**config.mk**
```make
export PLATFORM = sky130hd
export DESIGN_NAME = cycle_sequencer
export DESIGN_NICKNAME = d
export VERILOG_FILES = /design/src/rtl/cpu_ctrl_pkg.sv /design/src/rtl/opcode_classifier.sv /design/src/rtl/cycle_sequencer.sv
export SDC_FILE = /design/constraint.sdc
export NUM_CORES = 1
export LEC_CHECK = 0
export CORE_MARGIN = 2
export CORE_UTILIZATION = 40
export DETAILED_ROUTE_END_ITERATION = 12
export HOLD_SLACK_MARGIN = 0.05
export PLACE_DENSITY = 0.78
export SETUP_SLACK_MARGIN = 0.4
export SYNTH_ARGS = -nofsm -noshare
export SYNTH_HDL_FRONTEND = slang
export SYNTH_SLANG_ARGS = --single-unit
```
**constraint.sdc**
```tcl
create_clock -name clock -period 2.3 [get_ports clock]
set_input_delay 0.23 -clock clock [delete_from_list [all_inputs] [get_ports clock]]
set_output_delay 0.23 -clock clock [all_outputs]
set_load 0.02 [all_outputs]
```
**src/rtl/cpu_ctrl_pkg.sv**
```systemverilog
// Shared types and constants for the CPU multi-cycle control path.
// Latency: n/a (types and constants only).
// Backpressure: n/a.
package cpu_ctrl_pkg;

    // Width of the one-hot timing_step bus (T0..T7).
    localparam int TSTEP_W = 8;

    // Sequencer states. F0..E3 keep encodings 0..7 so they line up with T0..T7.
    typedef enum logic [3:0] {
        ST_F0   = 4'd0,
        ST_F1   = 4'd1,
        ST_F2   = 4'd2,
        ST_D    = 4'd3,
        ST_E0   = 4'd4,
        ST_E1   = 4'd5,
        ST_E2   = 4'd6,
        ST_E3   = 4'd7,
        ST_HALT = 4'd8
    } state_t;

    // Opcode classes. Reserved opcodes fold into CL_NOP.
    typedef enum logic [2:0] {
        CL_NOP   = 3'd0,
        CL_ALU   = 3'd1,
        CL_LOAD  = 3'd2,
        CL_STORE = 3'd3,
        CL_JMP   = 3'd4,
        CL_JZ    = 3'd5,
        CL_HALT  = 3'd6
    } opclass_t;

    // Per-cycle control strobes, packed in a fixed order.
    typedef struct packed {
        logic mar_load;
        logic mem_read;
        logic mem_write;
        logic ir_load;
        logic pc_inc;
        logic pc_load;
        logic alu_en;
        logic reg_write;
    } ctrl_t;

    localparam logic [3:0] OP_NOP   = 4'h0;
    localparam logic [3:0] OP_LOAD  = 4'h8;
    localparam logic [3:0] OP_STORE = 4'h9;
    localparam logic [3:0] OP_JMP   = 4'hA;
    localparam logic [3:0] OP_JZ    = 4'hB;
    localparam logic [3:0] OP_HALT  = 4'hF;

    // Number of execute cycles for a class (0 means retire straight from D).
    function automatic logic [1:0] class_exec_len(input opclass_t cls);
        case (cls)
            CL_ALU:   return 2'd1;
            CL_LOAD:  return 2'd3;
            CL_STORE: return 2'd2;
            CL_JMP:   return 2'd1;
            CL_JZ:    return 2'd1;
            default:  return 2'd0;
        endcase
    endfunction

endpackage

```
**src/rtl/opcode_classifier.sv**
```systemverilog
// Maps a raw opcode to its class and execute length.
// Latency: purely combinational, zero cycles.
// Backpressure: none; output follows input.
// Ports: opcode (in), op_class (out), exec_len (out, 0..3 execute cycles).
module opcode_classifier
    import cpu_ctrl_pkg::*;
#(
    parameter int OPCODE_W = 4
) (
    input  logic [OPCODE_W-1:0] opcode,
    output opclass_t            op_class,
    output logic [1:0]          exec_len
);

    always_comb begin
        op_class = CL_NOP;
        if (opcode >= OPCODE_W'(1) && opcode <= OPCODE_W'(7)) begin
            op_class = CL_ALU;
        end else if (opcode == OPCODE_W'(OP_LOAD)) begin
            op_class = CL_LOAD;
        end else if (opcode == OPCODE_W'(OP_STORE)) begin
            op_class = CL_STORE;
        end else if (opcode == OPCODE_W'(OP_JMP)) begin
            op_class = CL_JMP;
        end else if (opcode == OPCODE_W'(OP_JZ)) begin
            op_class = CL_JZ;
        end else if (opcode == OPCODE_W'(OP_HALT)) begin
            op_class = CL_HALT;
        end
        // OP_NOP and the reserved codes keep the CL_NOP default.
    end

    assign exec_len = class_exec_len(op_class);

endmodule

```
**src/rtl/cycle_sequencer.sv**
```systemverilog
// Multi-cycle fetch/decode/execute sequencer with one-hot timing steps and a retired-instruction counter.
// Latency: strobes are combinational decodes of the current state; state advances one step per clock.
// Backpressure: none by default; with CYCLE_SEQUENCER_SINGLE_STEP_EN defined it parks in F0 after each
//   retirement until step_go is seen high on a clock edge.
// Ports: clock, sequencer_reset (async, active high), opcode, zero_flag, step_go -> timing_step,
//   mar_load, mem_read, mem_write, ir_load, pc_inc, pc_load, alu_en, reg_write, halted, instr_count.
module cycle_sequencer
    import cpu_ctrl_pkg::*;
#(
    parameter int OPCODE_W = 4,
    parameter int ICNT_W   = 16
) (
    input  logic                clock,
    input  logic                sequencer_reset,
    input  logic [OPCODE_W-1:0] opcode,
    input  logic                zero_flag,
    input  logic                step_go,
    output logic [TSTEP_W-1:0]  timing_step,
    output logic                mar_load,
    output logic                mem_read,
    output logic                mem_write,
    output logic                ir_load,
    output logic                pc_inc,
    output logic                pc_load,
    output logic                alu_en,
    output logic                reg_write,
    output logic                halted,
    output logic [ICNT_W-1:0]   instr_count
);

    state_t     state;
    opclass_t   cls_q;
    logic [1:0] len_q;
    opclass_t   cls_d;
    logic [1:0] len_d;
    logic       retire;
    ctrl_t      ctrl;

`ifdef CYCLE_SEQUENCER_SINGLE_STEP_EN
    logic       step_wait;
`else
    // step_go has no function in this build.
    logic       unused_step_go;
    assign unused_step_go = step_go;
`endif

    // The opcode is only looked at while in D; E steps use the latched class.
    opcode_classifier #(
        .OPCODE_W (OPCODE_W)
    ) u_classifier (
        .opcode   (opcode),
        .op_class (cls_d),
        .exec_len (len_d)
    );

    // Last cycle of an instruction. HALT has zero execute length and so
    // counts as retiring when it leaves D.
    always_comb begin
        retire = 1'b0;
        case (state)
            ST_D:    retire = (len_d == 2'd0);
            ST_E0:   retire = (len_q == 2'd1);
            ST_E1:   retire = (len_q == 2'd2);
            ST_E2:   retire = 1'b1;
            ST_E3:   retire = 1'b1;
            default: retire = 1'b0;
        endcase
    end

    always_ff @(posedge clock or posedge sequencer_reset) begin
        if (sequencer_reset) begin
            state       <= ST_F0;
            cls_q       <= CL_NOP;
            len_q       <= 2'd0;
            instr_count <= '0;
`ifdef CYCLE_SEQUENCER_SINGLE_STEP_EN
            step_wait   <= 1'b0;
`endif
        end else begin
            case (state)
                ST_F0: begin
`ifdef CYCLE_SEQUENCER_SINGLE_STEP_EN
                    // Leaving the wait costs one edge; the real F0 cycle
                    // (with mar_load) follows it.
                    if (step_wait) begin
                        if (step_go) begin
                            step_wait <= 1'b0;
                        end
                    end else begin
                        state <= ST_F1;
                    end
`else
                    state <= ST_F1;
`endif
                end
                ST_F1: state <= ST_F2;
                ST_F2: state <= ST_D;
                ST_D: begin
                    cls_q <= cls_d;
                    len_q <= len_d;
                    if (cls_d == CL_HALT) begin
                        state <= ST_HALT;
                    end else if (len_d == 2'd0) begin
                        state <= ST_F0;
                    end else begin
                        state <= ST_E0;
                    end
                end
                ST_E0:   state <= retire ? ST_F0 : ST_E1;
                ST_E1:   state <= retire ? ST_F0 : ST_E2;
                ST_E2:   state <= ST_F0;
                ST_E3:   state <= ST_F0;
                ST_HALT: state <= ST_HALT;
                default: state <= ST_F0;
            endcase

            if (retire) begin
                instr_count <= instr_count + ICNT_W'(1);
`ifdef CYCLE_SEQUENCER_SINGLE_STEP_EN
                // A step_go already high at the retiring edge skips the wait.
                step_wait   <= ~step_go;
`endif
            end
        end
    end

    // Strobe decode; forced low while reset is held, since reset parks the
    // state in F0 which would otherwise show mar_load.
    always_comb begin
        ctrl = '0;
        if (!sequencer_reset) begin
            case (state)
                ST_F0: begin
`ifdef CYCLE_SEQUENCER_SINGLE_STEP_EN
                    ctrl.mar_load = ~step_wait;
`else
                    ctrl.mar_load = 1'b1;
`endif
                end
                ST_F1: begin
                    ctrl.mem_read = 1'b1;
                    ctrl.pc_inc   = 1'b1;
                end
                ST_F2: ctrl.ir_load = 1'b1;
                ST_E0: begin
                    case (cls_q)
                        CL_ALU: begin
                            ctrl.alu_en    = 1'b1;
                            ctrl.reg_write = 1'b1;
                        end
                        CL_LOAD:  ctrl.mar_load = 1'b1;
                        CL_STORE: ctrl.mar_load = 1'b1;
                        CL_JMP:   ctrl.pc_load  = 1'b1;
                        CL_JZ:    ctrl.pc_load  = zero_flag;
                        default:  ;
                    endcase
                end
                ST_E1: begin
                    case (cls_q)
                        CL_LOAD:  ctrl.mem_read  = 1'b1;
                        CL_STORE: ctrl.mem_write = 1'b1;
                        default:  ;
                    endcase
                end
                ST_E2: begin
                    if (cls_q == CL_LOAD) begin
                        ctrl.reg_write = 1'b1;
                    end
                end
                default: ;
            endcase
        end
    end

    always_comb begin
        timing_step = '0;
        case (state)
            ST_F0:   timing_step = 8'b0000_0001;
            ST_F1:   timing_step = 8'b0000_0010;
            ST_F2:   timing_step = 8'b0000_0100;
            ST_D:    timing_step = 8'b0000_1000;
            ST_E0:   timing_step = 8'b0001_0000;
            ST_E1:   timing_step = 8'b0010_0000;
            ST_E2:   timing_step = 8'b0100_0000;
            ST_E3:   timing_step = 8'b1000_0000;
            default: timing_step = '0;
        endcase
    end

    assign mar_load  = ctrl.mar_load;
    assign mem_read  = ctrl.mem_read;
    assign mem_write = ctrl.mem_write;
    assign ir_load   = ctrl.ir_load;
    assign pc_inc    = ctrl.pc_inc;
    assign pc_load   = ctrl.pc_load;
    assign alu_en    = ctrl.alu_en;
    assign reg_write = ctrl.reg_write;
    assign halted    = (state == ST_HALT);

endmodule
```
After elaboration in Yosys (flattened, before gate mapping)

Memory sizes are Yosys's and may differ from the RTL's.
Index checks and enable logic that the tools add are counted.

Input port bits: 8
Logic and storage cells: 67
Register bits after elaboration: 25
Output and inout bits: 33
Bits in read-only memories: 64
Memories kept: 1

Memories:

| name            | depth | width | read ports | clocked after memory_dff | write ports | RTL line               | text |
|---|---|---|---|---|---|---|---|
| (no name shown) | 8     | 8     | 1          | 0                        | 0           | cycle_sequencer.sv:177 | `case (state)` |

$add $sub $neg: 1
Reductions and logical operators: 6
$lt $le $gt $ge: 2
Equal/unequal tests: 26
Muxes and demuxes: 27

Operators with widths:

| operator                | count |
|---|---|
| $pmux W4 S7             | 1 |
| $mux W3                 | 9 |
| $eq A4 B4 Y1 const B    | 6 |
| $add A16 B1 Y16 const B | 1 |
| $eq A4 B3 Y1 const B    | 4 |
| $mux W8                 | 2 |
| $eq A3 B3 Y1 const B    | 5 |
| $eq A3 B2 Y1 const B    | 4 |
| $eq A4 B2 Y1 const B    | 2 |
| $pmux W1 S2             | 4 |
| $eq A3 B1 Y1 const B    | 2 |
| $mux W1                 | 6 |
| $pmux W2 S3             | 1 |
| $eq A4 B1 Y1 const B    | 1 |
| $ge A4 B1 Y1 const B    | 1 |
| $le A4 B3 Y1 const B    | 1 |
| $logic_not A4 Y1        | 1 |
| $mux W2                 | 2 |
| $mux W4                 | 1 |
| $pmux W1 S4             | 1 |
| $reduce_or A2 Y1        | 2 |
| $reduce_or A3 Y1        | 1 |
| $eq A2 B1 Y1 const B    | 1 |
| $eq A2 B2 Y1 const B    | 1 |
| 2 further kinds         | 2 |

Logic depth before layout (Yosys ltp)

Gate-level depths: netlist (run 1).

Word-level depth: 14
Depth in mapped cells: 8
Mapped depth without buffers: 6

Hierarchy

Synthesis (run 1) repeated with hierarchy kept, for this count alone.

Cells, all modules: 143
Area, all modules: 1376.3 um2

By module, submodules not included:

| module            | seq. area each (um2) | cells each | instances | area an instance (um2) |
|---|---|---|---|---|
| cycle_sequencer   | 625.6                | 132        | 1         | 1310.0 |
| opcode_classifier | 0.0                  | 11         | 1         | 66.3 |

Least setup slack after synthesis (run 1)

OpenSTA, ideal clock, no wires.

Path type: register to output
From: register state[1]
To: output port mar_load
Data arrival time: 1.941 ns
Path buffers: 1
Required time: 2.070 ns
Stages on the path, launching flop included: 4
Setup slack: 0.129 ns
Cell sequence: dfrtp_1 > buf_4 > or2_2 > a2111oi_0

Longest elaborated chain between the ends: 3
Elaborated cells on any way between the ends: 4
Classes of those cells: eq/ne: 1; mux: 2; reduce/logical: 1

Ends and longest elaborated chain:

| item                                                    | RTL line               | text |
|---|---|---|
| start: declaration                                      | cycle_sequencer.sv:31  | `state_t state;` |
| start signal: assignment                                | cycle_sequencer.sv:109 | `ST_E0: state <= retire ? ST_F0 : ST_E1;` |
| start signal: assignment                                | cycle_sequencer.sv:110 | `ST_E1: state <= retire ? ST_F0 : ST_E2;` |
| $eq A4 B3 Y1 / $logic_not A4 Y1 (equally long branches) | cycle_sequencer.sv:132 | `case (state)` |
| $pmux W1 S2 (*)                                         | cycle_sequencer.sv:132 |  |
| $mux W8 (*)                                             | cycle_sequencer.sv:131 | `if (!sequencer_reset) begin` |
| end: declaration                                        | cycle_sequencer.sv:19  | `output logic mar_load,` |

Every way passes the cells marked *; elsewhere a longest branch is shown, timed or not.

Worst setup path after layout (run 1)

From: register state[1]
To: register instr_count[8]

Longest elaborated chain between the ends: 3
Elaborated cells on any way between the ends: 7
Classes of those cells: eq/ne: 5; mux: 1; reduce/logical: 1

Ends and longest elaborated chain:

| item                       | RTL line               | text |
|---|---|---|
| $eq A4 B3 Y1               | cycle_sequencer.sv:60  | `case (state)` |
| $reduce_or A2 Y1 (no line) | -                      |  |
| $pmux W1 S4 (*)            | cycle_sequencer.sv:60  |  |
| end signal: assignment     | cycle_sequencer.sv:118 | `instr_count <= instr_count + ICNT_W'(1);` |
| end: declaration           | cycle_sequencer.sv:28  | `output logic [ICNT_W-1:0] instr_count` |

Marked as above.
A chain may end at the register's enable or synchronous reset.

==> results.txt, run 1 <==
The post-detailed-route wirelength per cell is 14.9 microns. Summing every instance area after synthesis gives 1540 sq um. The analysis attributes to cell leakage a power of 0.897 nW. The placeable core region came out at 3690 sq um. The biggest fanout along the worst timing path came out at 8. The number of cells produced by synthesis came out at 153. The worst setup path is captured at a flop. For this run, the number of Yosys warnings is 0.

The fraction of layout cells with a size suffix above 1 came out at 0.311. The remaining global-route overflow came out at 0. The critical path's slowest cell is sky130_fd_sc_hd__or3_4. In the layout the commonest cells are 25 x sky130_fd_sc_hd__dfrtp_1, 22 x sky130_fd_sc_hd__clkdlybuf4s50_1, 20 x sky130_fd_sc_hd__buf_4, 16 x sky130_fd_sc_hd__nand2_1, 14 x sky130_fd_sc_hd__xor2_1. For this block, the routed nets add up to 3880 microns of wire. The critical path launch point type is a flop. In the routed design, unresolved DRC markers number 0. The final weighted congestion in routability-driven placement is 0.817.

The net count of the finished layout is 222. The kind of path behind the tightest hold check is reg2reg. The largest buffer count on any clock path is 2. The number of global-route vias before repair came out at 1250. Setup repair after global routing could not meet its margin everywhere. The first global-routing pass estimated 5730 microns of wire. The clock latency reported for the late side of the worst-skew pair came out at 260 ps. The number of buffers inserted during clock tree synthesis is 3.

The number of different library cells used by synthesis comes to 39. The critical path required time is 2470 ps. The remaining max-slew budget at the tightest pin is 0.452. The largest clock skew in the final design is 3.12 ps. The repair_antennas step left the layout with diodes totalling 0. The final sum of negative setup slack is 0 ps. The type of the worst setup path is reg2reg. The maximum number of pins on one net before global-route repair came out at 26. The number of pins exceeding their max-slew limit in the final report is 0. The detail route stage leaves a number of antenna-violating nets equal to 0.

The hold violation count in the final report is 0. The hold buffer count at cts is 0. The completed layout was analyzed and its total power is 3.00 mW. The worst ir drop on vdd is 0.000967 V. 41 I/O pins were placed. The site row count is 22. After legalization and detailed placement, the total HPWL measured 2310 microns. The total of endpoints with negative setup slack in the final report is 0. The number of max-capacitance violations reported came out at 0. The post-synthesis sequential area ratio came out at 0.407. The die width is 66.0 microns. The area growth from synthesis to layout is 51.2%. In this run the clock root is driven by a sky130_fd_sc_hd__clkbuf_8. The most numerous cell type found on the critical path is sky130_fd_sc_hd__buf_4.

The die is 66.0 microns tall. The post-route fraction of the period consumed by the critical path is 0.896. The initial DRC count came out at 42. The number of flip-flops and latches in the synthesized netlist is 25. The flow ran to the end, and the final reports show no timing, DRC or antenna violations. The maximum level of the CTS H-tree came out at 1. The overall global routing resource usage came out at 0.166. Derived from the worst setup path, the maximum achievable clock frequency is 485 MHz.

After clock tree synthesis, the clock-pin slew on the worst setup and hold paths is 90 ps. The most common library cell in the layout ignoring fill and taps is sky130_fd_sc_hd__dfrtp_1. The clock sink total is 25. The number of nets in the synthesized netlist is 162. The vias after detailed routing came out at 1405.

The data arrival time of the critical path is 2230 ps. The die covers 4350 sq um. The slew at the pin closest to its max-slew limit is 820 ps. The critical path goes through buf_4, buf_4, nand2_4, or3_4, inv_8, o21ai_4, buf_6, a211oi_4, xnor2_1. The initial antenna violation count came out at 0.

The mean instance size in the synthesized netlist is 10.0 sq um. The largest incremental delay on the critical path came out at 430 ps. The routed design could run at a clock period as short as 2060 ps. The number of I/O port buffers is 39. The clock tree from TritonCTS is built.

The average via count per standard cell is 5.40. The effective utilization at floorplan came out at 0.416. The cell area power density came out at 1290 nW/um^2. The number of iterations in the first detailed-routing pass is 4.
layer usage:
layer,global-route usage,vias to the layer above,part of all wire
met5,0,-,0
met4,0.0306,0,0.0095
met3,0.0170,10,0.053
met2,0.293,58,0.48
met1,0.222,666,0.46
li1,-,671,-
what timing repair did:
item | in CTS | in global routing
gates resized for setup | 49 | 27
buffers inserted | 7 | 2
pin swaps | 3 | 6
endpoints found under the setup margin | 34 | 24
gates cloned | 1 | 1
where the power goes:
group          switching (mW)  internal (mW)  total, mW  leakage [nW]
logic                    1.08          0.818       1.90         0.597
clock network           0.135          0.124      0.259        0.0228
registers               0.210          0.632      0.842         0.278
stage by stage:
stage / worst slack (ps) / instances / hold slack, ps / cell area, sq um / utilization
finish: 239 / 260 / 471 / 2320 / 0.629
global route: 168 / 260 / 496 / 2320 / 0.629
CTS: 215 / 257 / 473 / 2190 / 0.595
detailed placement: 57.2 / 245 / 457 / 2040 / 0.553
global placement: 97.5 / 245 / 454 / 2040 / 0.553
floorplan: 376 / 153 / 358 / 1560 / -
worst paths after layout:
path	startpoint	to	slack (ps)	depth (start not counted)
setup / recovery	state[1]	instr_count[8]	240	9
max in group asynchronous	sequencer_reset	state[3]	1360	4
hold reg to reg	instr_count[15]	instr_count[15]	470	1
hold / removal	instr_count[15]	instr_count[15]	470	1
min in group asynchronous	sequencer_reset	cls_q[0]	690	4
setup reg to reg	state[1]	instr_count[8]	240	9
synthesized netlist by cell type (all sizes together):
| master | n | area share |
|---|---|---|
| or2 | 3 | 0.012 |
| and2 | 2 | 0.0081 |
| and4 | 3 | 0.017 |
| or3 | 2 | 0.011 |
| dfrtp | 25 | 0.41 |
| a311o | 1 | 0.0065 |
| clkinv | 1 | 0.0057 |
| buf | 5 | 0.034 |
| a21boi | 1 | 0.0049 |
| o22ai | 1 | 0.0041 |
| and4bb | 1 | 0.0081 |
| a2111oi | 8 | 0.078 |
| xor2 | 14 | 0.080 |
| a211oi | 6 | 0.042 |
| inv | 6 | 0.015 |
| mux2 | 4 | 0.029 |
| xnor2 | 1 | 0.0057 |
| nand4 | 1 | 0.0041 |
| o2bb2ai | 1 | 0.0057 |
| o211ai | 1 | 0.0049 |
| nor3 | 5 | 0.016 |
| a21oi | 8 | 0.026 |
| nor4 | 4 | 0.016 |
| nand3 | 7 | 0.023 |
| nor2 | 11 | 0.027 |
| nand2b | 5 | 0.020 |
| a31oi | 1 | 0.0041 |
| ha | 1 | 0.0081 |
| clkbuf | 3 | 0.0073 |
| nand2 | 17 | 0.046 |
| o21ai | 4 | 0.020 |
layout make-up:
| cell class | count | area [sq um] |
|---|---|---|
| tap | 48 | 60.1 |
| inverter | 7 | 33.8 |
| multi-input combinational | 115 | 1010 |
| clock buffer | 4 | 45.0 |
| timing repair buffer | 61 | 547 |
| sequential | 25 | 626 |
| fill | 316 | 1370 |
registers in the layout (all words and copies together) (netlist names):
| name | cells |
|---|---|
| state | 4 |
| len_q | 2 |
| instr_count | 16 |
| cls_q | 3 |
critical path: cells and delay by family, from the launching register on:
kind | cells | cell delay, ps
AND/OR/NAND/NOR | 2 | 490
buffers and inverters | 4 | 540
XOR/XNOR | 1 | 180
AO/OA/AOI/OAI | 2 | 400
flip-flops | 1 | 350
logic make-up (layout without fill, tap and decap cells):
kind of cell,Yosys count,after routing,share of synthesized area
buffers and inverters,15,72,0.0619
xor gates and xnor gates,15,15,0.0856
adders and majority gates,1,1,0.00815
AOI/OAI and AO/OA,32,34,0.197
muxes,4,4,0.0293
DFF,25,25,0.407
and+or+nand+nor,61,61,0.210
Note: power is estimated with default switching activity, not from simulation.
==> run 2, diff against run 1 <==
- SLEW_MARGIN: not set -> 15
==> results of run 2 <==
Final layout, timing and power as in run 1 (identical DEF).
==> RTL change 1, RTL diff (config.mk and constraints of run 2) <==
`OPCODE_W` is set to 4 in 2 places; all go to 6.
--- a/src/rtl/opcode_classifier.sv
+++ b/src/rtl/opcode_classifier.sv
@@ -7,3 +7,3 @@
 #(
-    parameter int OPCODE_W = 4
+    parameter int OPCODE_W = 6
 ) (
--- a/src/rtl/cycle_sequencer.sv
+++ b/src/rtl/cycle_sequencer.sv
@@ -9,3 +9,3 @@
 #(
-    parameter int OPCODE_W = 4,
+    parameter int OPCODE_W = 6,
     parameter int ICNT_W   = 16
Interface: changed (resized opcode); port bits go from 41 to 43. No check against the original RTL was run, so the function may have changed too.
==> RTL change 1 against run 2 <==
  * Final area is 8.5% lower
  * Sequential cell count stayed put
  * Register-to-register slack better by 0.10 ns
  * Maximum frequency is 1.7% higher
  * Clock skew hardly changed
  * Sequential power is 2% lower
  * Power is 13% lower
  * Area after synthesis is 4.1% lower
  * First-iteration DRC count is 140% higher
  * Worst setup slack better by 0.034 ns
  * Routed wire length is 4.4% lower
  * Critical endpoint is now reg_write
==> RTL change 1: results (changes against run 2) <==
- Post-DP Area: 2000 µm² (was 2040 µm²)
- Root Buffer: clkbuf_8 (unchanged)
- Top Family by Delay on Critical Path: simple AND/OR/NAND/NOR gates (was buffers and inverters)
- Hold/Removal Path Class: register to register (unchanged)
- Via count: 1443 (was 1405)
- Setup WS pre-CTS: 0.0832 ns (was 0.0572 ns)
- Fill cells: 321 (was 316)
- R2R depth: 9 (unchanged)
- Ant diodes: 0 (unchanged)
- Synth cell count leaders: dfrtp_1 (25), xor2_1 (14), nand3_1 (11) (was dfrtp_1 (25), nand2_1 (16), xor2_1 (14))
- Initial antenna violation count: 0 (unchanged)
- Max FFs per register: 16 (unchanged)
- Top flop regs: instr_count x16, state x4, cls_q x3 (unchanged)
- Top_reg_cell synth: dfrtp_1 (unchanged)
- Vias in the first global route: 1296 (was 1250)
- Distinct cells, synth: 43 (was 39)
- Iteration-0 DRC Markers: 101 (was 42)
- CP max stage cell: dfrtp_1 (was or3_4)
- Delay of the slowest cell on the worst path: 0.40 ns (was 0.43 ns)
- Clock buffer count from CTS: 3 (unchanged)
- Pleak: 0.896 nW (was 0.897 nW)
- First-pass GRT wire length: 6030 µm (was 5730 µm)
- Seq/Total Area, Yosys: 42.5% (was 40.7%)
- Share of layout cells above drive strength 1: 24.6% (was 31.1%)
- Post-detail-place hpwl: 2590 µm (was 2310 µm)
- Peak supply drop: 0.483 mV (was 0.967 mV)
- Syn nets: 165 (was 162)
- Gr usage total: 18.0% (was 16.6%)
- H-tree depth reported by CTS: 1 (unchanged)
- Clk Latency, worst-skew pair: ~0.27 ns
- Nets: 223 (was 222)
- Worst Path Max Fanout: 2 (was 8)
- Synth area leaders: dfrtp_1 (42%), xor2_1 (8.3%), nand3_1 (3.7%) (was dfrtp_1 (41%), xor2_1 (8.0%), a2111oi_2 (4.9%))
- Drt pass-1 iters: 4 (unchanged)
- Worst-path clk slew: approximately 0.080 ns
- Final WL: 3710 µm (was 3880 µm)
- Synthesis Warnings: 0 (unchanged)
- Fraction of registers with async set/reset: 100% (unchanged)
- Status: finished clean (unchanged)
- Post-CTS resize count: 50 (was 49)
- CTS Buffer Depth: 2 (unchanged)
- Largest net degree at the start of global routing: 26 (unchanged)
- Clock Skew: 0.00354 ns (was 0.00312 ns)
- Crit path DAT: 1.80 ns (was 2.23 ns)
- Postcts setup bufs: 0 (was 7)
- Worst hold path depth: 1 (unchanged)
- Gpl congestion: 0.806 (was 0.817)
- Worst Tran Pin Value: 0.364 ns (was 0.820 ns)
- Port bufs: 41 (was 39)
- Cell Pwr Density: 1230 nW/µm² (was 1290 nW/µm²)
## RTL change 1: kinds of logic after synthesis
group | Yosys count | share of synthesized area, %
simple gates | 63 | 23.6
compound gates | 34 | 17.0
flops | 25 | 42.5
xor+xnor | 15 | 8.92
buf+inv | 14 | 5.61
mux | 2 | 1.53
fa+ha+maj | 1 | 0.849
## RTL change 1: through the flow
stage | power [mW] | std cells | hold slack, ns
final | 2.62 | 259 | 0.471
after global routing | 2.80 | 259 | 0.482
after CTS | 2.50 | 251 | 0.472
after detailed placement | 2.26 | 247 | 0.459
after global placement | 2.22 | 247 | 0.455
after floorplan | 1.66 | 154 | 0.390
## RTL change 1: layout make-up
class                   instances  area share, %
flip-flops and latches         25           29.4
clock buffers                   4           2.12
multi-input cells             115           39.2
inverters                       6           1.65
repair buffers                 61           24.7
well taps                      48           2.83
## RTL change 1: path summary, 6_finish.rpt
check | start | to | slack [ns]
setup reg to reg | state[0] | instr_count[11] | 0.34
setup / recovery | state[0] | reg_write | 0.27
hold reg to reg | instr_count[15] | instr_count[15] | 0.47
min in group asynchronous | sequencer_reset | instr_count[12] | 0.61
hold / removal | instr_count[15] | instr_count[15] | 0.47
max in group asynchronous | sequencer_reset | instr_count[0] | 1.45
## RTL change 1: metal layers
metal | global-route usage (%) | share of wire (%) | vias up
met1 | 25.5 | 47 | 720
met3 | 1.56 | 2.9 | 4
li1 | - | - | 683
met2 | 29.4 | 49 | 36
met5 | 0 | 0 | -
met4 | 5.59 | 1.2 | 0
## RTL change 1: where the power goes
| part | internal, mW | switching, mW | total (mW) |
|---|---|---|---|
| clock network | 0.124 | 0.134 | 0.257 |
| logic | 0.695 | 0.840 | 1.54 |
| registers | 0.613 | 0.212 | 0.825 |
==> RTL change 2, RTL diff (config.mk and constraints of run 2) <==
Made on the original files. Re-encode `opclass_t` (7 values) as one-hot, 7 bits wide.
--- a/src/rtl/cpu_ctrl_pkg.sv
+++ b/src/rtl/cpu_ctrl_pkg.sv
@@ -22,10 +22,10 @@
     // Opcode classes. Reserved opcodes fold into CL_NOP.
-    typedef enum logic [2:0] {
-        CL_NOP   = 3'd0,
-        CL_ALU   = 3'd1,
-        CL_LOAD  = 3'd2,
-        CL_STORE = 3'd3,
-        CL_JMP   = 3'd4,
-        CL_JZ    = 3'd5,
-        CL_HALT  = 3'd6
+    typedef enum logic [6:0] {
+        CL_NOP   = 7'b0000001,
+        CL_ALU   = 7'b0000010,
+        CL_LOAD  = 7'b0000100,
+        CL_STORE = 7'b0001000,
+        CL_JMP   = 7'b0010000,
+        CL_JZ    = 7'b0100000,
+        CL_HALT  = 7'b1000000
     } opclass_t;
Check against the original RTL: same outputs for any inputs over 10 cycles, from zero or initial values and one cycle with sequencer_reset high; not proved beyond that.
==> RTL change 2 against run 2 <==
  * Utilization shrank 3.8 points
  * Area after synthesis rose by 9.3%
  * Sequential share of layout area grew 3.8 points
  * Clock power up 150%
  * Count of clock-buffer cells in the layout grew 1
  * Register-to-register slack better by 0.22 ns
  * Power rose by 7.7%
  * Combinational power shrank 16%
  * Routed wire length rose by 4.0%
  * Global-route usage is 2.1 points higher
  * Sequential cell count grew 4
  * Worst setup slack improved by 0.075 ns
  * Final area rose by 2.6%
  * Non-clock buffer count shrank 4
  * Critical path type is now register to primary output
  * Critical endpoint is now mem_read
==> RTL change 2: results (changes against run 2) <==
- Status: finished clean (unchanged)
- Number of max-cap violations: 0 (unchanged)
- Hold/Removal Path Class: register to register (unchanged)
- Seq/Total Area, Yosys: 43.3% (was 40.7%)
- Top flop regs: instr_count x16, cls_q x7, state x4 (was instr_count x16, state x4, cls_q x3)
- Drt pass-1 iters: 4 (unchanged)
- Ant diodes: 0 (unchanged)
- Syn nets: 175 (was 162)
- Clock buffer count from CTS: 5 (was 3)
- Initial antenna violation count: 0 (unchanged)
- Distinct cells, synth: 52 (was 39)
- Wirelength per Cell: 14.8 µm (was 14.9 µm)
- Post-DP Area: 2170 µm² (was 2040 µm²)
- Worst flop-to-flop path startpoint: state[0] (was state[1])
- Worst-path clk slew: 0.07 ns (was 0.09 ns)
- Iteration-0 DRC Markers: 70 (was 42)
- Clk Latency, worst-skew pair: 0.29 ns (was 0.26 ns)
- Fraction of registers with async set/reset: 100% (unchanged)
- Port bufs: 39 (unchanged)
- P_sw: 1.35 mW (was 1.42 mW)
- Synth cell count leaders: dfrtp_1 (28), nand2_1 (16), xor2_1 (16) (was dfrtp_1 (25), nand2_1 (16), xor2_1 (14))
- Gpl congestion: 0.802 (was 0.817)
- CTS Buffer Depth: 2 (unchanged)
- Gr usage total: 18.7% (was 16.6%)
- Clock Skew: 0.00961 ns (was 0.00312 ns)
- Setup crit start: cls_q[0] (was state[1])
- H-tree depth reported by CTS: 2 (was 1)
- Peak supply drop: 0.861 mV (was 0.967 mV)
- Nets: 231 (was 222)
- Vias in the first global route: 1340 (was 1250)
- Post-detail-place hpwl: 2770 µm (was 2310 µm)
- Synthesis Warnings: 0 (unchanged)
- Met3 usage: 3.73% (was 1.70%)
- Crit path DAT: 1.76 ns (was 2.23 ns)
- Fill cells: 337 (was 316)
- Pleak: 1.02 nW (was 0.897 nW)
- Synth area leaders: dfrtp_1 (42%), xor2_1 (8.4%), nand2_1 (3.6%) (was dfrtp_1 (41%), xor2_1 (8.0%), a2111oi_2 (4.9%))
- Root Buffer: clkbuf_8 (unchanged)
- First-pass GRT wire length: 6380 µm (was 5730 µm)
- Worst Path Max Fanout: 3 (was 8)
- Via-to-Cell Ratio: 5.33 (was 5.40)
- Share of layout cells above drive strength 1: 28.3% (was 31.1%)
- Slew headroom: 69.8% (was 45.2%)
- Largest net degree at the start of global routing: 30 (was 26)
- Global Route met2 Usage: 29.9% (was 29.3%)
- Met1 usage: 23.8% (was 22.2%)
- R2r setup slk: 0.46 ns (was 0.24 ns)
- Startpoint of the worst hold path: instr_count[15] (unchanged)
- Top_reg_cell synth: dfrtp_1 (unchanged)
[RTL change 2: cell count changes after synthesis, moves of 3 or more]
cell,change
buf_2,+3
a2111oi_2,-5
o31ai_1,+3
and3_1,+4
mux2_2,-3
dfrtp_1,+3
nand2b_1,-4
[RTL change 2: worst paths after layout]
kind	endpoint	cells after the start
setup / recovery	mem_read	5
min in group asynchronous	state[1]	4
setup reg to reg	instr_count[14]	6
max in group asynchronous	cls_q[0]	4
hold reg to reg	instr_count[15]	1
hold / removal	instr_count[15]	1
[RTL change 2: kinds of logic (layout without fill, tap and decap cells)]
logic type | after synthesis | in the layout | synth area share (%)
simple gates | 70 | 70 | 25.3
compound gates | 33 | 33 | 15.8
flops | 29 | 29 | 43.3
xor+xnor | 16 | 16 | 8.35
buf+inv | 15 | 72 | 5.14
mux | 2 | 2 | 1.34
fa+ha+maj | 1 | 1 | 0.746
[RTL change 2: layout make-up]
cell class | instances | area (µm²) | area share [%]
multi-input cells | 122 | 935 | 39.2
flip-flops and latches | 29 | 732 | 30.7
repair buffers | 57 | 493 | 20.7
clock buffers | 5 | 68.8 | 2.89
clock inverters | 3 | 65.1 | 2.73
well taps | 50 | 62.6 | 2.63
inverters | 7 | 26.3 | 1.10
[RTL change 2: timing repair]
item | 4_1_cts | 5_1_grt
buffers inserted | 3 | 4
gates resized for setup | 47 | 19
endpoints found under the setup margin | 24 | 18
pin swaps | 3 | 6
[RTL change 2: routing by layer]
| metal | vias up | wire (µm) | share of wire [%] |
|---|---|---|---|
| met3 | 6 | 114 | 2.8 |
| met5 | - | 0 | 0 |
| li1 | 713 | - | - |
| met1 | 706 | 1770 | 44 |
| met4 | 0 | 98 | 2.4 |
| met2 | 29 | 2050 | 51 |
[RTL change 2: metrics by stage]
stage / hold WS (ns) / total power, mW / worst slack, ns / cells / utilization [%]
CTS: 0.470 / 3.15 / 0.283 / 269 / 57.7
global placement: 0.456 / 2.46 / 0.0644 / 258 / 54.0
finish: 0.466 / 3.23 / 0.315 / 273 / 59.1
detailed placement: 0.461 / 2.49 / 0.0346 / 258 / 54.0
global route: 0.508 / 3.42 / 0.240 / 273 / 59.1
floorplan: 0.307 / 1.90 / 0.384 / 166 / -
[RTL change 2: critical path, cell delays in order (launching register included)]
cell and delay (ns):
dfstp_2 0.38, or4_4 0.57, nor3_4 0.13, nand3b_1 0.11, a21oi_2 0.15, buf_6 0.13
[RTL change 2: power groups by stage]
stage	logic, mW	clock network (mW)	registers (mW)
after global placement	1.46	0	0.999
after floorplan	0.825	0	1.07
after detailed placement	1.49	0	1.00
final	1.59	0.638	1.01
after CTS	1.51	0.646	0.998
after global routing	1.71	0.663	1.04
